## src/rtl/vm80a_sysctl.sv

```systemverilog
// Bus responder for the vm80a pin bus: latches SYNC status, issues one-clock system
// requests, stretches READY until acknowledge, and answers INTA with an RST opcode.
module vm80a_sysctl #(
  parameter logic [7:0]  RST_VEC   = 8'hE7,
  parameter logic [16:0] MEM_LIMIT = 17'h04000,
  parameter int unsigned MIN_WAIT  = 0
) (
  input  logic        pin_clk,
  input  logic        pin_reset_n,
  input  logic [15:0] pin_a,
  input  logic [7:0]  pin_din,
  output logic [7:0]  pin_dout,
  output logic        pin_doe,
  input  logic        pin_sync,
  input  logic        pin_dbin,
  input  logic        pin_wr_n,
  output logic        pin_ready,
  output logic [15:0] sys_addr,
  output logic [7:0]  sys_wdata,
  input  logic [7:0]  sys_rdata,
  output logic        sys_memrd,
  output logic        sys_memwr,
  output logic        sys_iord,
  output logic        sys_iowr,
  input  logic        sys_ack,
  output logic [7:0]  sys_status,
  output logic        sys_fault
);

  localparam int unsigned WAIT_W = 4;

  typedef enum logic [1:0] {IDLE, ACCESS, DONE} state_t;

  state_t              state, state_next;
  logic                dbin_q, wr_n_q, ack_seen, is_read;
  logic [WAIT_W-1:0]   wait_cnt;
  logic                rd_rise, wr_fall, mem_fault, start;
  logic                memrd_c, memwr_c, iord_c, iowr_c, inta_c, fault_c;

  assign rd_rise   = pin_dbin & ~dbin_q;
  assign wr_fall   = ~pin_wr_n & wr_n_q;
  assign mem_fault = ({1'b0, pin_a} >= MEM_LIMIT);
  assign pin_doe   = pin_dbin & (state != IDLE);

  // Next state and one-clock request decode; write edge has priority over read edge
  always_comb begin
    state_next = state;
    start      = 1'b0;
    memrd_c    = 1'b0;
    memwr_c    = 1'b0;
    iord_c     = 1'b0;
    iowr_c     = 1'b0;
    inta_c     = 1'b0;
    fault_c    = 1'b0;
    if (pin_sync) begin
      state_next = IDLE;
    end else begin
      case (state)
        IDLE: begin
          if (wr_fall || rd_rise) begin
            start      = 1'b1;
            state_next = DONE;
            if (wr_fall) begin
              if (!sys_status[3]) begin
                if (sys_status[4])  iowr_c  = 1'b1;
                else if (mem_fault) fault_c = 1'b1;
                else                memwr_c = 1'b1;
              end
            end else if (sys_status[0]) begin
              inta_c = 1'b1;
            end else if (!sys_status[3]) begin
              if (sys_status[7]) begin
                if (mem_fault) fault_c = 1'b1;
                else           memrd_c = 1'b1;
              end else if (sys_status[6]) begin
                iord_c = 1'b1;
              end
            end
            if (memrd_c || memwr_c || iord_c || iowr_c) state_next = ACCESS;
          end
        end
        ACCESS: if ((sys_ack || ack_seen) && wait_cnt == '0) state_next = DONE;
        DONE:   if (!pin_dbin && pin_wr_n) state_next = IDLE;
        default: state_next = IDLE;
      endcase
    end
  end

  always_ff @(posedge pin_clk or negedge pin_reset_n) begin
    if (!pin_reset_n) state <= IDLE;
    else              state <= state_next;
  end

  // Registered pin/system outputs and access bookkeeping
  always_ff @(posedge pin_clk or negedge pin_reset_n) begin
    if (!pin_reset_n) begin
      dbin_q     <= 1'b0;
      wr_n_q     <= 1'b1;
      sys_status <= 8'h00;
      sys_memrd  <= 1'b0;
      sys_memwr  <= 1'b0;
      sys_iord   <= 1'b0;
      sys_iowr   <= 1'b0;
      sys_fault  <= 1'b0;
      pin_ready  <= 1'b1;
      pin_dout   <= 8'hFF;
      sys_addr   <= 16'h0000;
      sys_wdata  <= 8'h00;
      is_read    <= 1'b0;
      ack_seen   <= 1'b0;
      wait_cnt   <= '0;
    end else begin
      dbin_q    <= pin_dbin;
      wr_n_q    <= pin_wr_n;
      if (pin_sync) sys_status <= pin_din;
      sys_memrd <= memrd_c;
      sys_memwr <= memwr_c;
      sys_iord  <= iord_c;
      sys_iowr  <= iowr_c;
      sys_fault <= fault_c;
      pin_ready <= (state_next != ACCESS);
      if (start) begin
        sys_addr <= (iord_c || iowr_c) ? {pin_a[7:0], pin_a[7:0]} : pin_a;
        is_read  <= ~wr_fall;
        wait_cnt <= WAIT_W'(MIN_WAIT);
        ack_seen <= 1'b0;
        if (wr_fall) sys_wdata <= pin_din;
      end else if (state == ACCESS) begin
        if (wait_cnt != '0) wait_cnt <= wait_cnt - WAIT_W'(1);
        if (sys_ack)        ack_seen <= 1'b1;
      end
      // Read data is latched on the acknowledge itself and held until the next read
      if (inta_c)                                     pin_dout <= RST_VEC;
      else if (fault_c)                               pin_dout <= 8'hFF;
      else if (state == ACCESS && sys_ack && is_read) pin_dout <= sys_rdata;
    end
  end

endmodule

```

## config.mk

```make
export PLATFORM = sky130hd
export DESIGN_NAME = vm80a_sysctl
export DESIGN_NICKNAME = d
export VERILOG_FILES = /design/src/rtl/vm80a_sysctl.sv
export SDC_FILE = /design/constraint.sdc
export NUM_CORES = 1
export LEC_CHECK = 0
export BUFFER_PORTS_ARGS = -buffer_cell sky130_fd_sc_hd__clkbuf_2
export CORE_MARGIN = 2
export CORE_UTILIZATION = 48
export CTS_CLUSTER_SIZE = 16
export DETAILED_ROUTE_END_ITERATION = 16
export PLACE_DENSITY_LB_ADDON = 0.08
export SLEW_MARGIN = 20
export SYNTH_ARGS = -nofsm -noshare
export SYNTH_HDL_FRONTEND = slang
export SYNTH_SLANG_ARGS = --single-unit
export TNS_END_PERCENT = 10
```

## constraint.sdc

```tcl
create_clock -name pin_clk -period 4.25 [get_ports pin_clk]
set_clock_uncertainty 0.15 [all_clocks]
set_input_delay 0.2125 -clock pin_clk [delete_from_list [all_inputs] [get_ports pin_clk]]
set_output_delay 0.2125 -clock pin_clk [all_outputs]
set_load 0.02 [all_outputs]
```

# Word level (Yosys, flattened, before mapping)
# Cells that the tools add are included.
[classes] bitwise_logic=6 n_reduce_logical=22 n_addsub=1 eq_ne=3 magnitude_cmp=1 n_mux=74
[ops] op="$mux W1" count=61
[ops] op="$mux W8" count=3
[ops] op="$ge A16 B15 Y1 const B" count=1
[ops] op="$mux W16" count=1
[ops] op="$mux W4" count=3
[ops] op="$mux W2" count=5
[ops] op="$reduce_bool A2 Y1" count=4
[ops] op="$logic_or A1 B1 Y1" count=6
[ops] op="$pmux W2 S3" count=1
[ops] op="$reduce_and A2 Y1" count=3
[ops] op="$logic_and A1 B1 Y1" count=4
[ops] op="$logic_not A4 Y1" count=1
[ops] op="$reduce_bool A4 Y1" count=1
[ops] op="$sub A4 B1 Y4 const B" count=1
[ops] op="$and A1 B1 Y1" count=3
[ops] op="$not A1 Y1" count=3
[ops] op="$reduce_bool A3 Y1" count=1
[ops] op="$eq A2 B1 Y1 const B" count=1
[ops] op="$eq A2 B2 Y1 const B" count=1
[ops] op="$logic_not A2 Y1" count=1
[ops] op="$ne A2 B1 Y1 const B" count=1
[ops] op="$logic_not A1 Y1" count=1
[totals] inputBits=38 output_inout_bits=47 word_cells=123 reg_bits=56

# Depth between registers and ports, before layout
[logic_depth] depth_word=17 ltp_mapped=6 mapped_depth_nobuf=6

# Worst setup path before layout
# OpenSTA, ideal clock, no wires.
[synth_path] path_kind="reg-to-reg" from="register sys_status[6]" to="register sys_addr[10]" setup_ns=0.126 path_stages_with_launch=6 setup_slack_ns=2.556 arrival_ns=1.419 period_less_slack_ns=1.694 path_buffers=1 required_ns=3.974 cell_sequence="dfrtp_1 -> nor4b_2 -> a31o_1 -> and2_1 -> buf_2 -> a221o_1"
[synth_between] elab_chain_cells=13
[synth_rtl] item="from (decl)" line_no="26" text="output logic [7:0] sys_status,"
[synth_rtl] item="from (signal assigned)" line_no="115" text="if (pin_sync) sys_status <= pin_din;"
[synth_rtl] item="$mux W1" line_no="75" text="end else if (sys_status[6]) begin"
[synth_rtl] item="$mux W1" line_no="72" text="if (sys_status[7]) begin"
[synth_rtl] item="$mux W1" line_no="71" text="end else if (!sys_status[3]) begin"
[synth_rtl] item="$mux W1" line_no="69" text="end else if (sys_status[0]) begin"
[synth_rtl] item="$mux W1" line_no="63" text="if (wr_fall) begin"
[synth_rtl] item="$mux W1" line_no="60" text="if (wr_fall || rd_rise) begin"
[synth_rtl] item="$mux W1" line_no="58" text="case (state)"
[synth_rtl] item="$mux W1" line_no="55" text="if (pin_sync) begin"
[synth_rtl] item="$mux W1" line_no="60"
[synth_rtl] item="$mux W1" line_no="58"
[synth_rtl] item="$mux W1" line_no="55"
[synth_rtl] item="$logic_or A1 B1 Y1" line_no="123" text="sys_addr <= (iord_c || iowr_c) ? {pin_a[7:0], pin_a[7:0]} : pin_a;"
[synth_rtl] item="$mux W16" line_no="123"
[synth_rtl] item="to (signal assigned)" line_no="123"
[synth_rtl] item="to (decl)" line_no="18" text="output logic [15:0] sys_addr,"
# No other way between the ends. The select of a mux whose other input is x is not followed.
# A chain may end at the register's enable or synchronous reset.

# Worst setup path in the final report
[layout_path] from="input pin_dbin" to="register pin_dout[4]"
[layout_between] elab_chain_cells=7 word_cells_on_any_way=11 cone_classes="8 x mux; 1 x bitwise; 2 x reduce/logical"
[layout_rtl] item="from (decl)" line_no="15" text="input logic pin_dbin,"
[layout_rtl] item="$and A1 B1 Y1 (*)" line_no="40" text="assign rd_rise = pin_dbin & ~dbin_q;"
[layout_rtl] item="$logic_or A1 B1 Y1 (*)" line_no="60"
[layout_rtl] item="$mux W1" line_no="60"
[layout_rtl] item="$mux W1" line_no="58"
[layout_rtl] item="$mux W1" line_no="55"
[layout_rtl] item="$mux W8" line_no="134" text="else if (fault_c) pin_dout <= 8'hFF;"
[layout_rtl] item="$mux W8" line_no="133" text="if (inta_c) pin_dout <= RST_VEC;"
[layout_rtl] item="to (signal assigned)" line_no="135" text="else if (state == ACCESS && sys_ack && is_read) pin_dout <= sys_rdata;"
[layout_rtl] item="to (decl)" line_no="12" text="output logic [7:0] pin_dout,"
# Mark *: on every way between the ends. The rest lies on a longest branch, timed or not.

==> metrics.txt <==
total CTS buffers 5; vias per cell a little over 5; area share of and/or/nand/nor cells after synthesis 0.197; Setup Buffers After CTS 0; number of design rule violations left after detail routing 0; remaining antenna violation count 0; Starting Density 0.505; Seq pwr share 0.482; Detailed Place HPWL about 3700 um; sequential-to-total area share from yosys stat 0.585; syn nets ~250; Die W around 75 um; proportion of layout cells with a drive suffix above 1 0.398; Worst Path Max Fanout 20; GR Overflow Total 0; RSZ-0062 raised after global routing false; main combinational cell family by area after synthesis simple AND/OR/NAND/NOR gates; summed negative setup slack over all endpoints 0 ps; Hold Path Cell Cnt 2; Core Box Area roughly 4800 sq um; Util after Layout 0.682; maximum achievable frequency just over 400 MHz; library cells used by synthesis 43; Clock Sink Count 56; average cell area after synthesis 11.8 sq um; internal power 0.00102 W; Die Footprint ~5600 sq um; net switching power figure approximately 0.00052 W; total global-route track usage 0.212; Synth warnings 0; post-route clock period utilization 0.571; number of antenna repair diodes 0; met2 Use GR 0.333; area growth from synthesis to layout 35.1%; fraction of synthesized cell area taken by the top area cell type 0.476; endpoints failing setup 0; I/O pin count 85; Buffers on Ports between 80 and 90; met1 GRT Util 0.300; clock tree from TritonCTS yes; pin count of the biggest net entering global routing 57; dominant cells by area after synthesis sky130_fd_sc_hd__dfrtp_1 (48%), sky130_fd_sc_hd__dfstp_2 (11%), sky130_fd_sc_hd__mux2_2 (7.5%); placed insts around 350; post-detailed-route wirelength per cell 14.5 um; clock tree root driver cell sky130_fd_sc_hd__clkbuf_8; M3 GR Usage 0.0522; setup slack on the worst flop-to-flop path between 1500 and 2000 ps; Skew-Pair Late Insertion Delay roughly 310 ps; total of flip-flops plus latches after synthesis 56; most used routing layer in global routing met2; clock-pin slew on the worst setup and hold paths 100 ps; adder-cell share of the synthesized area 0.0104; net total in the final layout 358; Sw Share 0.339; CTS H-Tree Depth 2; number of iterations in the first detailed-routing pass 4; measured slew at the worst slew-check pin ~740 ps; Clock power frac 0.204; Via Count 1946; part of the total power dissipated in combinational logic 0.315; Final Wtd Congestion a little under 0.8; Critical Path RT 4330 ps; y dimension of the die roughly 75 um; Data arrival, critical path around 2500 ps; Synth Flop Type sky130_fd_sc_hd__dfrtp_1; power density normalized to cell area 474 nW/um^2; number of flops mapped to enable cells by yosys 0; wire length of the first global-routing pass 8980 um; Max Cap Viol 0; depth of the worst register-to-register path 4; via count of the first global-routing pass 1865; final hold vios 0; outcome finished, final reports clean; summed instance area of the synthesized netlist 2420 sq um; Worst setup SP type input pin; xor and xnor area share after synthesis 0.0109; P_leak around 1.6 nW; count of routing violations after the opening detailed-route iteration 86; Synth Instances roughly 210; number of antenna violations at the first check in global routing 0; Worst slew margin 0.509; maximum resistive drop on vdd about 0.23 mV; worst min path class in2reg; total wire length after detailed routing around 5600 um; compound-gate portion of the synthesized area 0.0927; CTS max path bufs 2; category of the most critical setup path in2reg; floorplan row count 25; min Tclk post-route around 2400 ps; crit end category register; fraction of synthesized area in multiplexers 0.0787; number of slew-limit violations in the final report 0; Final Non-Filler Cells roughly 390; asr flop ratio synth 1.00; post-synth top area cell sky130_fd_sc_hd__dfrtp_1
[sequential cells by signal (all words and copies together) (netlist names), 2 cells and up]
| signal | cells |
|---|---|
| pin_dout | 8 |
| state | 2 |
| sys_addr | 16 |
| sys_status | 8 |
| sys_wdata | 8 |
| wait_cnt | 4 |
[placed cells by master (no fill, tap or decap), types with 2 or more instances in the layout]
cell type	count
sky130_fd_sc_hd__nor2b_1	3
sky130_fd_sc_hd__and2_0	2
sky130_fd_sc_hd__nor2_1	9
sky130_fd_sc_hd__clkbuf_8	7
sky130_fd_sc_hd__nand2_1	40
sky130_fd_sc_hd__nor3b_1	3
sky130_fd_sc_hd__nor3_1	3
sky130_fd_sc_hd__a221o_1	8
sky130_fd_sc_hd__and3_1	2
sky130_fd_sc_hd__clkbuf_2	84
sky130_fd_sc_hd__a211o_1	2
sky130_fd_sc_hd__dfstp_2	10
sky130_fd_sc_hd__mux2_2	16
sky130_fd_sc_hd__xor2_1	2
sky130_fd_sc_hd__nand3_1	9
sky130_fd_sc_hd__a211oi_1	2
sky130_fd_sc_hd__inv_1	2
sky130_fd_sc_hd__and2_1	10
sky130_fd_sc_hd__o21a_1	3
sky130_fd_sc_hd__ha_1	2
sky130_fd_sc_hd__dlygate4sd3_1	29
sky130_fd_sc_hd__a311o_1	2
sky130_fd_sc_hd__dfrtp_1	46
sky130_fd_sc_hd__a21oi_1	3
[worst max-delay path: stages]
cell	delay (ps)
sky130_fd_sc_hd__dlygate4sd3_1	540
sky130_fd_sc_hd__clkbuf_2	130
sky130_fd_sc_hd__nor2b_1	250
sky130_fd_sc_hd__o21a_1	640
sky130_fd_sc_hd__o211ai_2	330
sky130_fd_sc_hd__a311o_1	390
[metrics by stage]
step	area, sq um	hold slack (ps)	total power (W)	worst slack (ps)
4_1_cts	3250	1.53	0.00156	1820
2_1_floorplan	2420	-233	0.00104	2560
3_3_place_gp	2870	216	0.00121	1890
3_5_place_dp	2870	217	0.00122	1850
6_report	3260	8.17	0.00155	1820
5_1_grt	3260	8.10	0.00163	1630
[worst paths after layout]
path	startpoint	end
max	pin_dbin	pin_dout[4]$_DFFE_PN1P_
min	pin_din[2]	sys_status[2]$_DFFE_PN0P_
max reg2reg	wr_n_q$_DFF_PN1_	pin_dout[4]$_DFFE_PN1P_
min reg2reg	sys_addr[2]$_DFFE_PN0P_	sys_addr[2]$_DFFE_PN0P_
max in group asynchronous	pin_reset_n	ack_seen$_DFFE_PN0P_
min in group asynchronous	pin_reset_n	sys_wdata[3]$_DFFE_PN0P_
[final cells by class]
class | instances | area (sq um)
Fill cell | 383 | 1520
Clock buffer | 8 | 100
Timing Repair Buffer | 114 | 718
Multi-Input combinational cell | 139 | 941
Tap cell | 67 | 83.8
Sequential cell | 56 | 1410
Inverter | 2 | 7.51
[repair_timing]
action | CTS | global route
hold buffers | 28 | 1
gates resized for setup | 0 | 0
hold endpoints to repair | 78 | 1
[power groups by stage]
stage	Sequential [W]	Clock [W]	Combinational, W
finish	0.000745	0.000315	0.000486
global route	0.000760	0.000341	0.000528
CTS	0.000744	0.000323	0.000488
detailed placement	0.000753	0	0.000467
global placement	0.000751	0	0.000458
floorplan	0.000883	0	0.000161
[cell families after synthesis]
logic type,count (synthesis)
flip-flops,56
buffers and inverters,10
AND/OR/NAND/NOR,91
adder cells (fa/ha/maj),2
XOR/XNOR,3
AO/OA/AOI/OAI,26
multiplexers,17
[cells in the mapped netlist (2+ instances only)]
master                      n
sky130_fd_sc_hd__nor3_1     3
sky130_fd_sc_hd__and2_0     2
sky130_fd_sc_hd__buf_2      4
sky130_fd_sc_hd__xor2_1     2
sky130_fd_sc_hd__mux2_2    16
sky130_fd_sc_hd__inv_1      2
sky130_fd_sc_hd__and3_1     2
sky130_fd_sc_hd__dfstp_2   10
sky130_fd_sc_hd__dfrtp_1   46
sky130_fd_sc_hd__buf_6      2
sky130_fd_sc_hd__nor2b_1    3
sky130_fd_sc_hd__a21oi_1    3
sky130_fd_sc_hd__nand3_1    9
sky130_fd_sc_hd__a211o_1    2
sky130_fd_sc_hd__nand2_1   40
sky130_fd_sc_hd__a311o_1    2
sky130_fd_sc_hd__o21a_1     3
sky130_fd_sc_hd__ha_1       2
sky130_fd_sc_hd__and2_1    10
sky130_fd_sc_hd__a221o_1    8
sky130_fd_sc_hd__nor3b_1    3
sky130_fd_sc_hd__nor2_1     9
sky130_fd_sc_hd__a211oi_1   2
[per-layer routing]
metal | routed length, um | vias up
li1 | - | 939
met1 | 2610 | 937
met2 | 2670 | 61
met3 | 246 | 9
met4 | 82 | 0
met5 | 0 | -
Note: power is estimated with default switching activity, not from simulation.
